--- config.mk ---
export PLATFORM = sky130hd
export DESIGN_NAME = instruction_fetch
export DESIGN_NICKNAME = d
export VERILOG_FILES = /design/src/rtl/instruction_fetch.sv
export SDC_FILE = /design/constraint.sdc
export NUM_CORES = 1
export LEC_CHECK = 0
export ABC_AREA = 1
export BUFFER_PORTS_ARGS = -buffer_cell sky130_fd_sc_hd__buf_2
export CAP_MARGIN = 20
export CORE_AREA = 8 8 158 123
export DETAILED_ROUTE_END_ITERATION = 10
export DIE_AREA = 0 0 166 131
export GPL_TIMING_DRIVEN = 1
export HOLD_SLACK_MARGIN = 0.02
export PLACE_DENSITY = 0.81
export SYNTH_ARGS = -nofsm -noshare
export SYNTH_HDL_FRONTEND = slang
export SYNTH_SLANG_ARGS = --single-unit
--- constraint.sdc ---
create_clock -name clk -period 6.15 [get_ports clk]
set_input_delay 1.23 -clock clk [delete_from_list [all_inputs] [get_ports clk]]
set_output_delay 1.23 -clock clk [all_outputs]
set_load 0.02 [all_outputs]
--- src/rtl/instruction_fetch.sv ---
// Instruction fetch: credit-limited requests to instruction memory, a small
// tagged instruction buffer toward the decoder, and redirect/drain handling.
module instruction_fetch #(
    parameter logic [31:0] RESET_PC = 32'h0000_0000,
    parameter int          DEPTH    = 2
) (
    input  logic        clk,
    input  logic        rst_n,
    output logic        imem_req,
    output logic [31:0] imem_addr,
    input  logic        imem_gnt,
    input  logic [31:0] imem_rdata,
    input  logic        redirect_valid,
    input  logic [31:0] redirect_pc,
    input  logic        halt,
    output logic        instr_valid,
    input  logic        instr_ready,
    output logic [31:0] instruction,
    output logic [31:0] instr_pc
);

    localparam int          PW     = $clog2(DEPTH);
    localparam int          CW     = $clog2(DEPTH + 1);
    localparam logic [CW:0] LDEPTH = (CW + 1)'(DEPTH);
    localparam logic [31:0] NOP    = 32'h0000_0013;

    typedef enum logic [1:0] {
        BOOT,
        FETCH,
        DRAIN
    } state_t;

    state_t          r_state;
    logic [31:0]     r_pc;
    logic [31:0]     r_issued;
    logic            r_inflight;
    logic [31:0]     r_data [DEPTH];
    logic [31:0]     r_tag  [DEPTH];
    logic [PW-1:0]   r_rd_ptr;
    logic [PW-1:0]   r_wr_ptr;
    logic [CW-1:0]   r_count;

    logic            w_redir;
    logic [CW:0]     w_used;
    logic            w_grant;
    logic            w_push;
    logic            w_pop;
    logic            w_empty;
    logic [31:0]     w_redir_pc;

    assign w_redir    = (r_state != BOOT) & redirect_valid;
    assign w_redir_pc = redirect_pc & ~32'h3;

    // Credit counts the response still on the bus, so the buffer never overflows
    // and the request never depends on this cycle's pop.
    assign w_used   = {1'b0, r_count} + {{CW{1'b0}}, r_inflight};
    assign imem_req = (r_state == FETCH) & ~halt & ~redirect_valid
                    & (w_used < LDEPTH);
    assign imem_addr = r_pc;
    assign w_grant   = imem_req & imem_gnt;

    assign w_empty     = (r_count == '0);
    assign instr_valid = ~w_empty;
    assign w_pop       = instr_valid & instr_ready & ~w_redir;
    assign w_push      = r_inflight & ~w_redir;
    assign instruction = w_empty ? NOP : r_data[r_rd_ptr];
    assign instr_pc    = w_empty ? RESET_PC : r_tag[r_rd_ptr];

    always_ff @(posedge clk) begin
        if (!rst_n) begin
            r_state    <= BOOT;
            r_pc       <= RESET_PC;
            r_issued   <= RESET_PC;
            r_inflight <= 1'b0;
            r_rd_ptr   <= '0;
            r_wr_ptr   <= '0;
            r_count    <= '0;
        end else begin
            r_inflight <= w_grant;
            if (w_grant) begin
                r_pc     <= r_pc + 32'd4;
                r_issued <= r_pc;
            end
            if (w_push) r_wr_ptr <= r_wr_ptr + 1'b1;
            if (w_pop)  r_rd_ptr <= r_rd_ptr + 1'b1;
            if (w_push & ~w_pop)
                r_count <= r_count + 1'b1;
            else if (~w_push & w_pop)
                r_count <= r_count - 1'b1;

            unique case (r_state)
                BOOT:         r_state <= FETCH;
                FETCH, DRAIN: r_state <= (w_redir & r_inflight) ? DRAIN : FETCH;
                default:      r_state <= BOOT;
            endcase

            // Redirect wins over everything: the word on the bus is dropped.
            if (w_redir) begin
                r_pc     <= w_redir_pc;
                r_rd_ptr <= '0;
                r_wr_ptr <= '0;
                r_count  <= '0;
            end
        end
    end

    always_ff @(posedge clk) begin
        if (rst_n && w_push) begin
            r_data[r_wr_ptr] <= imem_rdata;
            r_tag[r_wr_ptr]  <= r_issued;
        end
    end

    a_no_overflow: assert property (@(posedge clk) disable iff (!rst_n)
        !(w_push && ({1'b0, r_count} == LDEPTH)));

endmodule

* After elaboration in Yosys (flattened, before gate mapping)
Memories as Yosys holds them, arrays and structs flattened. A register that Yosys moved wholly into a read port is not among the register bits.
Index checks and enable logic that the tools add are counted.
Widths: inputs -> output; s select.
** Cells by class
- $lt $le $gt $ge :: 1
- Muxes and demuxes :: 14
- Bitwise gates (word level) :: 18
- Eq/ne operators :: 2
- Reductions and logical operators :: 8
- $add $sub $neg :: 6
** Operators with widths (count)
- $mux 32 :: 4
- $add 32x3->32 const B :: 1
- $and 1x1->1 :: 11
- $not 1->1 :: 7
- $mux 1 :: 6
- $mux 2 :: 3
- $reduce_bool 2->1 :: 3
- $logic_not 2->1 :: 2
- $pmux 2 s2 :: 1
- $reduce_or 2->1 :: 2
- $add 2x1->3 :: 1
- $lt 3x2->1 const B :: 1
- $add 1x1->1 const B :: 2
- $add 2x1->2 const B :: 1
- $eq 2x1->1 const B :: 1
- $eq 2x2->1 const B :: 1
- $sub 2x1->2 const B :: 1
- $logic_and 1x1->1 :: 1
** Word-level totals
- Memory bits (writable) :: 128
- Word-level logic and storage cells :: 59
- Memories :: 2
- Input bits :: 70
- Register bits after elaboration :: 71
- Output and inout port bits :: 98
** Memories
- r_data :: words 2, bits a word 32, rd ports 1, clocked after Yosys merged registers in 1, write ports 1, RTL line 37 : logic [31:0] r_data [DEPTH];
- r_tag :: words 2, bits a word 32, rd ports 1, clocked after Yosys merged registers in 1, write ports 1, RTL line 38 : logic [31:0] r_tag [DEPTH];

* Depth between registers and ports, before layout
- Word-level depth :: 8
- Gate-level depth with buffers :: 13
- Mapped depth without buffers :: 12

* Worst setup path after synthesis
OpenSTA, ideal clock, no wires.
- Path type :: input -> register
- From :: input rst_n
- To :: memory r_data[0][0] (enable)
- Library setup time :: 0.559 ns
- Path buffers :: 1
- Stages on the path :: 3
- Path slack :: -0.255 ns
- Data arrival time :: 5.847 ns
- Cell sequence :: clkbuf_1 -> nand2_1 -> nor3_1
** Between the ends
- Longest elaborated chain between the ends :: 3
** RTL lines
- start: declaration :: RTL line 8 : input logic rst_n,
- $logic_and 1x1->1 :: RTL line 108 : if (rst_n && w_push) begin
- $mux 1 :: RTL line 108
- $mux 1 (not written as such) :: RTL line 109 : r_data[r_wr_ptr] <= imem_rdata;
- end: declaration :: RTL line 37
Every way passes these cells.

==> impl_metrics.env <==
export IMPL_grt_antenna_before_repair=0
export IMPL_first_global_vias=5985
export IMPL_ys_warn_count=0
export IMPL_die_w_um=166
export IMPL_grt_util_all_layers=0.184
export IMPL_synth_area_leaders="edfxtp_1 46%, dfxtp_1 17%, nand2_1 11%, a21oi_1 6.1%, nor2_1 3.6%"
export IMPL_finClkSkew_ns=0.00973
export IMPL_finalHoldViolCount=0
export IMPL_start_util=0.475
export IMPL_tightestPinTransition_ns=0.947
export IMPL_r2r_start="r_state[1]"
export IMPL_syn_to_final_growth_pct=19.6
export IMPL_cp_max_fo=63
export IMPL_syn_cell_area_um2=8110
export IMPL_drt_iter0_markers=660
export IMPL_cts_tree="built"
export IMPL_synth_edf_count=124
export IMPL_h_tree_depth=4
export IMPL_tns_ns=0
export IMPL_finalWirelength_um=20100
export IMPL_core_area_um2=17100
export IMPL_num_rows=42
export IMPL_rsz0062_at_grt="no"
export IMPL_synth_top_area_share=0.459
export IMPL_setup_violations=0
export IMPL_firstDrtPassIters=5
export IMPL_fin_crit_sh=0.593
export IMPL_cp_start_kind="flip-flop"
export IMPL_max_vdd_ir_drop_uv=159
export IMPL_synthDistinctLibCells=36
export IMPL_synthArstFlopShare=0
export IMPL_dieArea_um2=21700
export IMPL_vias_per_cell=5.17
export IMPL_drcViolationCount=0
export IMPL_worstHoldStart="r_issued[4]"
export IMPL_fmax_ghz=0.274
export IMPL_overflow=0
export IMPL_fin_crit_ns=3.64
export IMPL_grt_first_pass_wirelength_um=31300
export IMPL_grt_max_degree=65
export IMPL_cts_root_buf="clkbuf_16"
export IMPL_portBuffers=161
export IMPL_gp_congestion=0.882
export IMPL_ant_nets=0
export IMPL_ys_seq_elements=192
export IMPL_path_cells="buf_4 -> inv_2 -> buf_16 -> nand2_1 -> a21oi_1 -> buf_2"
export IMPL_syn_area_per_cell_um2=9.47
export IMPL_drive_gt1_frac=0.226
export IMPL_num_vias=6384
export IMPL_hpwl_um=13400
export IMPL_seq_area_frac_synth=0.627
export IMPL_worstSkewPairLatency_ns=0.43
export IMPL_max_stage_delay_ns=0.54
export IMPL_hold_path_class="flip-flop to flip-flop"
export IMPL_arrival_ns=2.41
export IMPL_cts_buffers=17
export IMPL_maxCapViolCount=0
export IMPL_wl_per_cell_um=16.3
export IMPL_status="completed"
export IMPL_cts_sinks=192
export IMPL_whs_ns=0.462
export IMPL_post_cts_resized=0
export IMPL_netlist_instances=856
export IMPL_diodes=0
export IMPL_path_clk_slew_ns=0.06
export IMPL_io_pins=168
export IMPL_slew_headroom=0.367
export IMPL_yosysTopAreaCell="edfxtp_1"
export IMPL_p_per_area_nw_per_um2=282
export IMPL_crit_type="flip-flop to output port"
export IMPL_post_cts_buffers=0
export IMPL_drv_slew=0
export IMPL_clock_path_buffers=2
export IMPL_ys_dominant_reg_cell="edfxtp_1"
export IMPL_die_h_um=131
export IMPL_nNetsFinal=1077
export IMPL_slowest_stage="buf_4"
export IMPL_crit_required_ns=4.92
export IMPL_ctsHoldBuffers=0
export IMPL_p_leak_nw=3.96
export IMPL_endpoint_kind="output port"
[cell usage in the layout (no fill, tap or decap), types with 5 or more instances in the layout]
cell       count
nor2_1        75
edfxtp_1     124
inv_2          5
o21ai_0       50
nor2_2         6
ha_1           5
buf_4          5
buf_2        161
clkbuf_16     20
nand3_1       49
a21oi_1       99
nand2_2        6
nand2_1      239
dfxtp_1       67
inv_1         46
nor2_4         8
[critical path: cells and delay by family, from the launching register on]
| family | cells | cell delay [ns] |
|---|---|---|
| buf+inv | 4 | 1.51 |
| flops | 1 | 0.31 |
| compound gates | 1 | 0.08 |
| simple gates | 1 | 0.07 |
[flip-flops by register name, indices dropped and copies added (netlist names), named ones only]
name	flops
imem_addr	30
r_count	2
r_data	64
r_inflight	1
r_issued	30
r_rd_ptr	1
r_state	2
r_tag	60
r_wr_ptr	1
[synthesized netlist by cell type (3+ instances only)]
cell type / number
ha_1: 5
o21ai_0: 50
dfxtp_1: 68
buf_2: 10
xnor2_1: 3
xor2_1: 4
a21oi_1: 99
inv_1: 46
nor3_1: 4
buf_4: 5
inv_2: 5
nor2_2: 6
nor2_1: 77
edfxtp_1: 124
nand2_2: 6
clkbuf_1: 26
nand2_1: 239
nor2_4: 6
nand3_1: 49
[cell type report]
cell class | instances | area (µm²)
inverter | 51 | 191
tap | 220 | 275
multi-input combinational | 573 | 2660
clock inverter | 8 | 85.1
timing repair buffer | 167 | 871
clock buffer | 24 | 526
fill | 1496 | 7380
sequential | 192 | 5090
[final timing paths]
check	slack, ns	cells after the start	to
worst min-delay path	0.46	0	r_tag[1][4]
worst max register to register	2.83	7	r_tag[1][22]
worst max-delay path	2.51	6	instr_pc[17]
worst min register to register	0.46	0	r_tag[1][4]
[per-layer routing]
metal | vias to the layer above | share of wire | track usage
met4 | 0 | 0.0078 | 0.0490
met2 | 271 | 0.42 | 0.275
met1 | 2933 | 0.48 | 0.254
met5 | - | 0 | 0
met3 | 17 | 0.091 | 0.0588
li1 | 3163 | - | -
[where the power goes]
part | internal (mW) | total [mW] | switching, mW
combinational | 0.0642 | 0.203 | 0.139
sequential | 1.39 | 1.41 | 0.0256
clock | 0.647 | 1.12 | 0.471
total | 2.10 | 2.74 | 0.635
[metrics by stage]
step	power, mW	std cells	area [µm²]	worst slack, ns	utilization
after global routing	2.83	1235	9690	2.30	0.568
final	2.74	1235	9690	2.51	0.568
after CTS	2.75	1234	9670	2.33	0.566
after floorplan	1.56	859	8120	1.42	-
after global placement	1.64	1202	9060	2.10	0.530
after detailed placement	1.64	1202	9060	2.10	0.530
[cell families after synthesis]
family	Yosys count	share of synthesized area
xor gates and xnor gates	7	0.00756
buffers and inverters	94	0.0492
adders and majority gates	5	0.00772
and+or+nand+nor	399	0.208
other	1	0.000463
AOI/OAI and AO/OA	158	0.0999
DFF	192	0.627
(Power assumes the default switching activity.)
